$ cat config.mk
export PLATFORM = sky130hd
export DESIGN_NAME = fade_sequencer
export DESIGN_NICKNAME = d
export VERILOG_FILES = /design/src/rtl/fade_sequencer.sv
export SDC_FILE = /design/constraint.sdc
export NUM_CORES = 1
export LEC_CHECK = 0
export ABC_AREA = 1
export BUFFER_PORTS_ARGS = -buffer_cell sky130_fd_sc_hd__buf_2
export CAP_MARGIN = 20
export CORE_ASPECT_RATIO = 1.4
export CORE_MARGIN = 2
export CORE_UTILIZATION = 40
export CTS_CLUSTER_DIAMETER = 200
export DETAILED_ROUTE_END_ITERATION = 8
export PLACE_DENSITY = 0.61
export SYNTH_ARGS = -nofsm -noshare
export SYNTH_HDL_FRONTEND = slang
export SYNTH_SLANG_ARGS = --single-unit
$ cat constraint.sdc
create_clock -name clk -period 2.8 [get_ports clk]
set_clock_uncertainty 0.15 [all_clocks]
set_input_delay 0.28 -clock clk [delete_from_list [all_inputs] [get_ports clk]]
set_output_delay 0.28 -clock clk [all_outputs]
set_load 0.01 [all_outputs]
$ cat src/rtl/fade_sequencer.sv
// Timed duty-table player that ramps pwm_value toward each step's target.
// Define SEQ_RAMP_EN for rate-limited ramps; otherwise steps are applied hard.
module fade_sequencer #(
  parameter int PWM_INTERVAL = 1200,
  parameter int NUM_STEPS    = 8,
  parameter int STEP_CYCLES  = 1200000,
  parameter int RAMP_CYCLES  = 1200,
  parameter int RAMP_DELTA   = 4,
  localparam int VW = $clog2(PWM_INTERVAL),
  localparam int AW = $clog2(NUM_STEPS)
) (
  input  logic          clk,
  input  logic          reset,
  input  logic          run,
  input  logic          wr_en,
  input  logic [AW-1:0] wr_addr,
  input  logic [VW-1:0] wr_data,
  output logic [VW-1:0] pwm_value,
  output logic [AW-1:0] step_idx,
  output logic          step_strobe,
  output logic          busy
);

  localparam int SCW = (STEP_CYCLES > 1) ? $clog2(STEP_CYCLES) : 1;
  localparam logic [VW-1:0] MAXV = VW'(PWM_INTERVAL - 1);

  if (NUM_STEPS < 2 || (NUM_STEPS & (NUM_STEPS - 1)) != 0 ||
      RAMP_CYCLES < 1 || RAMP_DELTA < 1 || STEP_CYCLES < 1)
  begin : g_bad_cfg
    $error("fade_sequencer: invalid parameter set");
  end

  typedef enum logic [1:0] {
    IDLE,
    PLAY,
    FADE
  } state_t;

  state_t state, state_nx;

  logic [VW-1:0]  tbl [NUM_STEPS];
  logic [VW-1:0]  wr_clip;
  logic [VW-1:0]  target;
  logic [VW-1:0]  upd;
  logic [VW-1:0]  pwm_nx;
  logic [AW-1:0]  idx_nx;
  logic [SCW-1:0] scnt, scnt_nx;
  logic           step_wrap;
  logic           strobe_nx;

  assign wr_clip   = (wr_data > MAXV) ? MAXV : wr_data;
  assign target    = (state == FADE) ? '0 : tbl[step_idx];
  assign step_wrap = (scnt == SCW'(STEP_CYCLES - 1));

  always_ff @(posedge clk) begin
    if (reset) begin
      for (int i = 0; i < NUM_STEPS; i++) tbl[i] <= '0;
    end else if (wr_en) begin
      tbl[wr_addr] <= wr_clip;
    end
  end

`ifdef SEQ_RAMP_EN
  localparam int RCW  = (RAMP_CYCLES > 1) ? $clog2(RAMP_CYCLES) : 1;
  localparam int DLIM = (RAMP_DELTA < PWM_INTERVAL) ? RAMP_DELTA
                                                    : PWM_INTERVAL;
  localparam logic [VW:0] DELTA = (VW+1)'(DLIM);

  logic [RCW-1:0] rcnt, rcnt_nx;
  logic           ramp_tick;
  logic [VW:0]    cur, tgt, diff, ramped;

  assign ramp_tick = (rcnt == RCW'(RAMP_CYCLES - 1));
  assign cur       = {1'b0, pwm_value};
  assign tgt       = {1'b0, target};

  // Step by at most DELTA, landing exactly on the target when close.
  always_comb begin
    diff   = '0;
    ramped = cur;
    if (tgt > cur) begin
      diff   = tgt - cur;
      ramped = (diff > DELTA) ? cur + DELTA : tgt;
    end else if (tgt < cur) begin
      diff   = cur - tgt;
      ramped = (diff > DELTA) ? cur - DELTA : tgt;
    end
  end

  assign upd = ramp_tick ? ramped[VW-1:0] : pwm_value;

  always_ff @(posedge clk) begin
    if (reset) rcnt <= '0;
    else       rcnt <= rcnt_nx;
  end
`else
  assign upd = target;
`endif

  always_comb begin
    state_nx  = state;
    pwm_nx    = pwm_value;
    idx_nx    = step_idx;
    scnt_nx   = scnt;
    strobe_nx = 1'b0;
`ifdef SEQ_RAMP_EN
    rcnt_nx   = rcnt;
`endif
    unique case (state)
      IDLE: begin
        pwm_nx = '0;
        if (run) begin
          state_nx = PLAY;
          idx_nx   = '0;
          scnt_nx  = '0;
`ifdef SEQ_RAMP_EN
          rcnt_nx  = '0;
`endif
        end
      end
      PLAY: begin
        pwm_nx = upd;
`ifdef SEQ_RAMP_EN
        rcnt_nx = ramp_tick ? '0 : rcnt + RCW'(1);
`endif
        if (!run) begin
          state_nx = FADE;
        end else if (step_wrap) begin
          scnt_nx   = '0;
          idx_nx    = step_idx + AW'(1);
          strobe_nx = 1'b1;
        end else begin
          scnt_nx = scnt + SCW'(1);
        end
      end
      FADE: begin
`ifdef SEQ_RAMP_EN
        pwm_nx  = upd;
        rcnt_nx = ramp_tick ? '0 : rcnt + RCW'(1);
        if (run) begin
          // Resume from the current level; no jump back to the table.
          state_nx = PLAY;
          pwm_nx   = pwm_value;
          idx_nx   = '0;
          scnt_nx  = '0;
          rcnt_nx  = '0;
        end else if (pwm_value == '0) begin
          state_nx = IDLE;
          idx_nx   = '0;
        end
`else
        pwm_nx   = '0;
        state_nx = IDLE;
        idx_nx   = '0;
`endif
      end
      default: begin
        state_nx = IDLE;
        pwm_nx   = '0;
        idx_nx   = '0;
      end
    endcase
  end

  always_ff @(posedge clk) begin
    if (reset) begin
      state       <= IDLE;
      pwm_value   <= '0;
      step_idx    <= '0;
      scnt        <= '0;
      step_strobe <= 1'b0;
      busy        <= 1'b0;
    end else begin
      state       <= state_nx;
      pwm_value   <= pwm_nx;
      step_idx    <= idx_nx;
      scnt        <= scnt_nx;
      step_strobe <= strobe_nx;
      busy        <= (state_nx != IDLE);
    end
  end

endmodule

==> impl_results.md, run 1 <==
* Synth top cells by count: nor2_1 (148), nand2_1 (112), edfxtp_1 (88), inv_1 (71), o21ai_0 (61)
* Worst slew pin tran at 0.695 ns
* Final setup TNS at 0 ns
* Post-synth cell types at 31
* Worst Slack Setup Final at 0.719 ns
* WP data arrival at a little under 2 ns
* CTS clk-pin slew, worst paths at 0.05 ns
* Initial Util at roughly two fifths
* Primary FF master, synth: edfxtp_1
* Mean Syn Cell Area at slightly below 9 µm²
* Max Slew Vio Count at 0
* DP HPWL at roughly 10000 µm
* Vias per Instance at slightly above 5
* Final setup fails at 0
* Die area at around 0.016 mm²
* Tmin final at about 2.1 ns
* Clock root cell: clkbuf_16
* Vias at 4611
* DRC at 0
* Post-CTS Setup Inserts at 0
* WL final at approximately 15000 µm
* Final Net Count at about 730
* Worst setup EP type: flop
* CTS tree: yes
* Yosys reg bits at ~130
* CP cell instances: dlygate4sd3_1 -> buf_2 -> inv_2 -> nand2_1 -> nor2_1 -> inv_2 -> nor2_4 -> inv_2 -> nand2_1
* Post-Syn Instances at about 680
* Worst Path Required at roughly 2.7 ns
* Max_cap viols at 0
* Syn-to-layout area delta at 16.2%
* Fin util at 47.5%
* Leak at between 2 and 3 nW
* Antenna violations before repair at 0
* Register area share after synthesis at 57.7%
* Die width at approximately 110 µm
* Slowest stage delay, CP at 0.53 ns
* Post-synth top area share at 44.5%
* CP Max Fanout at 11
* Final period util at between 70% and 80%
* Vias in the first global route at 4519
* Grt ovf at 0
* Design area at slightly below 0.007 mm²
* GPL Wtd Cong at 0.945
* Critical path launch point type: input port
* Layout cells sized above 1 at between 15 and 20%
* Pwr Density at between 600 and 700 mW/mm²
* Count leader, synth: nor2_1
* Max_slew headroom at between 50% and 60%
* RSZ-0062 raised after global routing: false
* Pre-CTS setup slack at approximately 0.84 ns
* WL/cell at approximately 16 µm
* Hold Vio Cnt, Final at 0
* Cell area after synthesis at between 0.005 and 0.006 mm²
* Diode count at 0
* Peak Freq at about 0.48 GHz
* Worst min path class: input port to flop
* Initial DRC count at between 200 and 300
* Clk buf depth at 2
* Core area at 0.0145 mm²
* Cell Rows at 52
* Syn Nets at just under 700
* Synth area leaders: edfxtp_1 (45%), dfxtp_1 (13%), nor2_1 (9.4%)
* Routed Antenna Nets at 0
* Number of port buffers at 33
* Cell Area, Placed at ~0.0062 mm²
* Peak VDD IR at ~0.32 mV
* Total I/O pin count at 34
* CTS Buf Count at 17
* Dominant cell type by area after synthesis: edfxtp_1
* Post-synth EDFFs at between 80 and 90
* Largest net degree at the start of global routing at 48
* Drt pass-1 iters at 5
* Synth Warn # at 0
* Status: finished, final reports clean
* CP max stage cell: dlygate4sd3_1
* CTS H-Tree Depth at 4
* CP Class: input port to flop
* First-pass GRT wire length at 23700 µm
* Overall power at roughly 4.8 mW
* Clock latency at the later pin of the worst-skew pair at roughly 0.42 ns
* Die Y-Extent at approximately 150 µm
* Num Clock Sinks at ~130
* GRT Util Overall at roughly 20%
* Async set-reset flop share out of synthesis at 0%
* Crit-path most repeated cell: inv_2
==> final timing paths <==
check	from	endpoint	slack (ns)	cells past startpoint
worst max-delay path	reset	tbl[6][2]	0.72	9
worst max register to register	step_idx[1]	pwm_value[10]	0.87	5
worst min register to register	scnt[0]	scnt[0]	0.35	2
worst min-delay path	wr_data[10]	tbl[4][10]	0.18	3
==> registers in the layout, indices dropped and copies added (netlist names) <==
name and count:
tbl 88, scnt 21, pwm_value 11, step_idx 3, state 2, busy 1, step_strobe 1
==> kinds of logic after synthesis <==
logic type,Yosys count,synth area share [%]
AND/OR/NAND/NOR,326,24.1
flip-flops,127,57.7
buffers and inverters,112,7.55
AO/OA/AOI/OAI,101,9.17
XOR/XNOR,7,1.03
adder cells (fa/ha/maj),2,0.422
==> through the flow <==
step	std cells	hold slack [ns]
floorplan	675	0.202
global placement	876	0.331
detailed placement	876	0.341
CTS	910	0.148
global route	910	0.174
finish	910	0.177
==> worst max-delay path, delay by kind of cell <==
kind,cells,cell delay (ns)
buffers and inverters,5,0.99
and+or+nand+nor,4,0.72
==> cells in the final DEF, fill, tap and decap left out, types with 2 or more instances in the layout <==
cell type      synthesis  routed
buf_4                  0       4
bufinv_16              0       4
or2_2                  5       5
nand3_1               13      13
nand2_2                4       4
ha_1                   2       2
inv_2                 16      16
nand2_4                2       2
nand4_1                7       7
nand2_1              112     112
nor2_2                11      11
buf_2                 13      33
o22ai_1               11      11
inv_1                 71      71
dlygate4sd3_1          0       2
nor3_1                10      10
nand3_2                2       2
clkinv_4               0       4
clkbuf_16              0      17
xnor2_1                4       4
clkinvlp_4             0       4
o21ai_0               61      61
dfxtp_1               39      39
xor2_1                 3       3
nor2_4                 9       9
o21bai_1               2       2
o21ai_1                2       2
nor3_2                 2       2
edfxtp_1              88      88
a31oi_1               11      11
a21oi_1               12      12
nor2_1               148     148
==> layer usage <==
metal  share of wire (%)  vias up  global-route usage (%)  wire length, µm
li1                    -     2258                       -                -
met4                 2.9        0                    8.18              428
met2                  49      159                    33.7             7370
met3                 5.7       31                    4.60              854
met1                  42     2163                    24.7             6350
met5                   0        -                       0                0
==> final cells by class <==
cell class	count	area, µm²
Clock buffer	19	443
Fill cell	1339	7610
Sequential cell	127	3420
Tap cell	189	236
Timing Repair Buffer	39	215
Clock inverter	13	190
Multi-Input combinational cell	436	2060
Inverter	87	327
==> repair_timing <==
action	CTS	global route
endpoints found under the setup margin	0	0
hold endpoints to repair	7	0
hold buffers	2	0
resized for setup	0	0
==> report_power, final <==
group / switching (mW) / leakage [nW] / internal [mW]
registers: 0.0318 / 1.16 / 2.10
logic: 0.257 / 1.33 / 0.0895
clock network: 0.824 / 0.295 / 1.51
total: 1.11 / 2.79 / 3.71
(Power assumes the default switching activity.)
==> run 2, diff against run 1 <==
--- a/config.mk
+++ b/config.mk
@@ -13,7 +13,7 @@
 export CORE_UTILIZATION = 40
 export CTS_CLUSTER_DIAMETER = 200
 export DETAILED_ROUTE_END_ITERATION = 8
-export PLACE_DENSITY = 0.61
+export PLACE_DENSITY = 0.63
 export SYNTH_ARGS = -nofsm -noshare
 export SYNTH_HDL_FRONTEND = slang
 export SYNTH_SLANG_ARGS = --single-unit
==> constraint.sdc (replaced) <==
create_clock -name clk -period 1.83 [get_ports clk]
set_clock_uncertainty 0.15 [all_clocks]
set_input_delay 0.183 -clock clk [delete_from_list [all_inputs] [get_ports clk]]
set_output_delay 0.183 -clock clk [all_outputs]
set_load 0.01 [all_outputs]
==> run 2 against run 1 <==
  * Critical path depth increased by 1
  * Flip-flop and latch count unchanged
  * Cell count increased by 4.6%
  * Largest cell class unchanged
  * Largest power group unchanged
==> impl_results.md, run 2 (synthesis gave the netlist of run 1 again) <==
* Layout cells sized above 1 at 22.8% (was 16.6%)
* Design area at 0.00735 mm² (was 0.00690 mm²)
* Clock root cell: clkbuf_16 (unchanged)
* Switching Share at 25.8% (was 23.1%)
* Max_cap viols at 0 (unchanged)
* Max_slew headroom at 69.6% (was 53.6%)
* Grt peak-use layer: met2 (unchanged)
* CP cell instances: dlygate4sd3_1 -> buf_2 -> inv_2 -> nand2_2 -> nor2_2 -> inv_2 -> nor2_4 -> inv_2 -> nand2_1 -> buf_4 (was dlygate4sd3_1 -> buf_2 -> inv_2 -> nand2_1 -> nor2_1 -> inv_2 -> nor2_4 -> inv_2 -> nand2_1)
* Worst Path Required at 1.81 ns (was 2.71 ns)
* Die area at 0.0158 mm² (unchanged)
* Vias at 4850 (was 4611)
* Worst min path class: input port to flop (unchanged)
* Hold Worst Slack at 0.0994 ns (was 0.177 ns)
* Vias per Instance at 5.09 (was 5.07)
* Clk buf depth at 2 (unchanged)
* DP HPWL at 10800 µm (was 10400 µm)
* Largest regs: tbl: 88 flops, scnt: 21 flops, pwm_value: 11 flops (unchanged)
* Critical path launch point type: input port (unchanged)
* WP data arrival at 1.76 ns (was 1.99 ns)
* Gate power share at 8.4% (was 7.2%)
* Status: finished, final reports clean (unchanged)
* Worst Slack Setup Final at 0.0549 ns (was 0.719 ns)
* M2 GR Usage at 35.6% (was 33.7%)
* CTS clk-pin slew, worst paths at 0.06 ns (was 0.05 ns)
* Routed Antenna Nets at 0 (unchanged)
* Commonest non-fill, non-tap cell in the layout: nor2_1 (unchanged)
* CTS tree: yes (unchanged)
* Syn-to-layout area delta at 23.8% (was 16.2%)
* Final setup fails at 0 (unchanged)
* Final period util at a little over nine tenths
* Clock share of power at 47.6% (was 48.5%)
* Die Y-Extent at 148 µm (unchanged)
* RSZ-0062 raised after global routing: false (unchanged)
* Max Slew Vio Count at 0 (unchanged)
* Max reg flops at 88 (unchanged)
* CP Max Fanout at 7 (was 11)
* CTS H-Tree Depth at 4 (unchanged)
* Met3 Usage GRT at 4.91% (was 4.60%)
* Vias in the first global route at 4645 (was 4519)
* Diode count at 0 (unchanged)
* CTS Buf Count at 17 (unchanged)
* Clock latency at the later pin of the worst-skew pair at 0.42 ns (about the same)
* Worst setup EP type: flop (unchanged)
* Cell internal pwr at 5.50 mW (was 3.71 mW)
* Core area at 0.0145 mm² (unchanged)
* Num Clock Sinks at 127 (unchanged)
* Top delay family on crit path: buffers and inverters (unchanged)
* GRT Util Overall at 19.6% (was 20.0%)
* Psw at 1.91 mW (was 1.11 mW)
* Largest net degree at the start of global routing at 48 (unchanged)
* Drt pass-1 iters at 6 (was 5)
* WL/cell at 16.2 µm (was 16.5 µm)
* Sequential share of power at 44.0% (was 44.3%)
* Slowest stage delay, CP at 0.54 ns (was 0.53 ns)
* Worst slew pin tran at 0.455 ns (was 0.695 ns)
* Pwr Density at 1010 mW/mm² (was 699 mW/mm²)
* CP Class: input port to flop (unchanged)
* Final Net Count at 770 (was 728)
* First-pass GRT wire length at 23300 µm (was 23700 µm)
* Number of port buffers at 33 (unchanged)
* Commonest cells after routing, fill and taps aside: nor2_1 (145), nand2_1 (110), edfxtp_1 (88) (was nor2_1 (148), nand2_1 (112), edfxtp_1 (88))
* Final setup TNS at 0 ns (unchanged)
* Antenna violations before repair at 0 (unchanged)
* Cell Area, Placed at 0.00650 mm² (was 0.00624 mm²)
* DRC at 0 (unchanged)
* Routing usage on met1 at 21.6% (was 24.7%)
* Peak Freq at ~0.56 GHz
* Register area at 0.00343 mm² (was 0.00342 mm²)
* Crit-path most repeated cell: inv_2 (unchanged)
* WL final at 15400 µm (was 15000 µm)
* Initial DRC count at 386 (was 298)
* Most flops, register: tbl (unchanged)
* CP max stage cell: dlygate4sd3_1 (unchanged)
* Die width at 107 µm (unchanged)
* Hold Vio Cnt, Final at 0 (unchanged)
* Crit path buf inv count at 6 (was 5)
* Cell Rows at 52 (unchanged)
* Leak at 3.03 nW (was 2.79 nW)
* Grt ovf at 0 (unchanged)
* Tmin final at approximately 1.8 ns
* Multi-input logic area at 0.00214 mm² (was 0.00206 mm²)
* Pre-CTS setup slack at 0.130 ns (was 0.844 ns)
* Initial Util at 40.9% (unchanged)
* Fillers at 1342 (was 1339)
* Peak VDD IR at 0.559 mV (was 0.321 mV)
* Total I/O pin count at 34 (unchanged)
* GPL Wtd Cong at 0.885 (was 0.945)
run 2: cell count changes in the layout (fill, tap and decap cells not counted), sizes merged:
| cell | change |
|---|---|
| buf | +41 |
| nand2 | +1 |
| inv | +8 |
| clkbuf | -2 |
| clkinv | -4 |
| bufinv | -2 |
run 2: per-stage QoR:
step / util, % / instances / power (mW)
final: 50.6 / 952 / 7.41
after global placement: 44.8 / 904 / 3.89
after global routing: 50.6 / 952 / 7.61
after detailed placement: 44.8 / 904 / 3.90
after CTS: 49.2 / 938 / 7.39
after floorplan: - / 675 / 3.65
run 2: cell type report:
type / count / area share [%]
Clock buffer: 17 / 5.79
Tap cell: 189 / 3.22
Clock inverter: 15 / 2.61
Multi-Input combinational cell: 437 / 29.2
Timing Repair Buffer: 80 / 7.95
Sequential cell: 127 / 46.6
Inverter: 87 / 4.62
run 2: worst paths after layout:
kind               startpoint            to  slack [ns]  cells past startpoint
hold reg to reg       scnt[1]       scnt[1]        0.33                      2
setup / recovery        reset     tbl[0][5]        0.05                     10
setup reg to reg  step_idx[1]  pwm_value[3]        0.09                      5
hold / removal     wr_data[2]     tbl[5][2]         0.1                      4
run 2: repair_timing:
item	CTS	global route
hold buffers	2	0
setup buffers	0	13
resized for setup	0	24
endpoints found under the hold margin	8	0
endpoints found under the setup margin	0	91
run 2: worst reg2reg max path, cell delays in order, from the launching register on:
cell and delay, ns:
dfxtp_1 0.40, clkinvlp_4 0.31, buf_4 0.28, nor2_1 0.10, o21ai_0 0.16, a31oi_1 0.25
run 2: power groups by stage:
| stage | clock [mW] | sequential (mW) | combinational, mW |
|---|---|---|---|
| after floorplan | 0 | 3.31 | 0.340 |
| after global placement | 0 | 3.31 | 0.580 |
| after detailed placement | 0 | 3.32 | 0.588 |
| after CTS | 3.54 | 3.26 | 0.594 |
| after global routing | 3.67 | 3.27 | 0.674 |
| final | 3.53 | 3.26 | 0.623 |
run 2: routing by layer:
metal  vias up  share of wire [%]
met1      2290                 38
met2       171                 53
li1       2349                  -
met5         -                  0
met4         0                3.2
met3        40                5.9
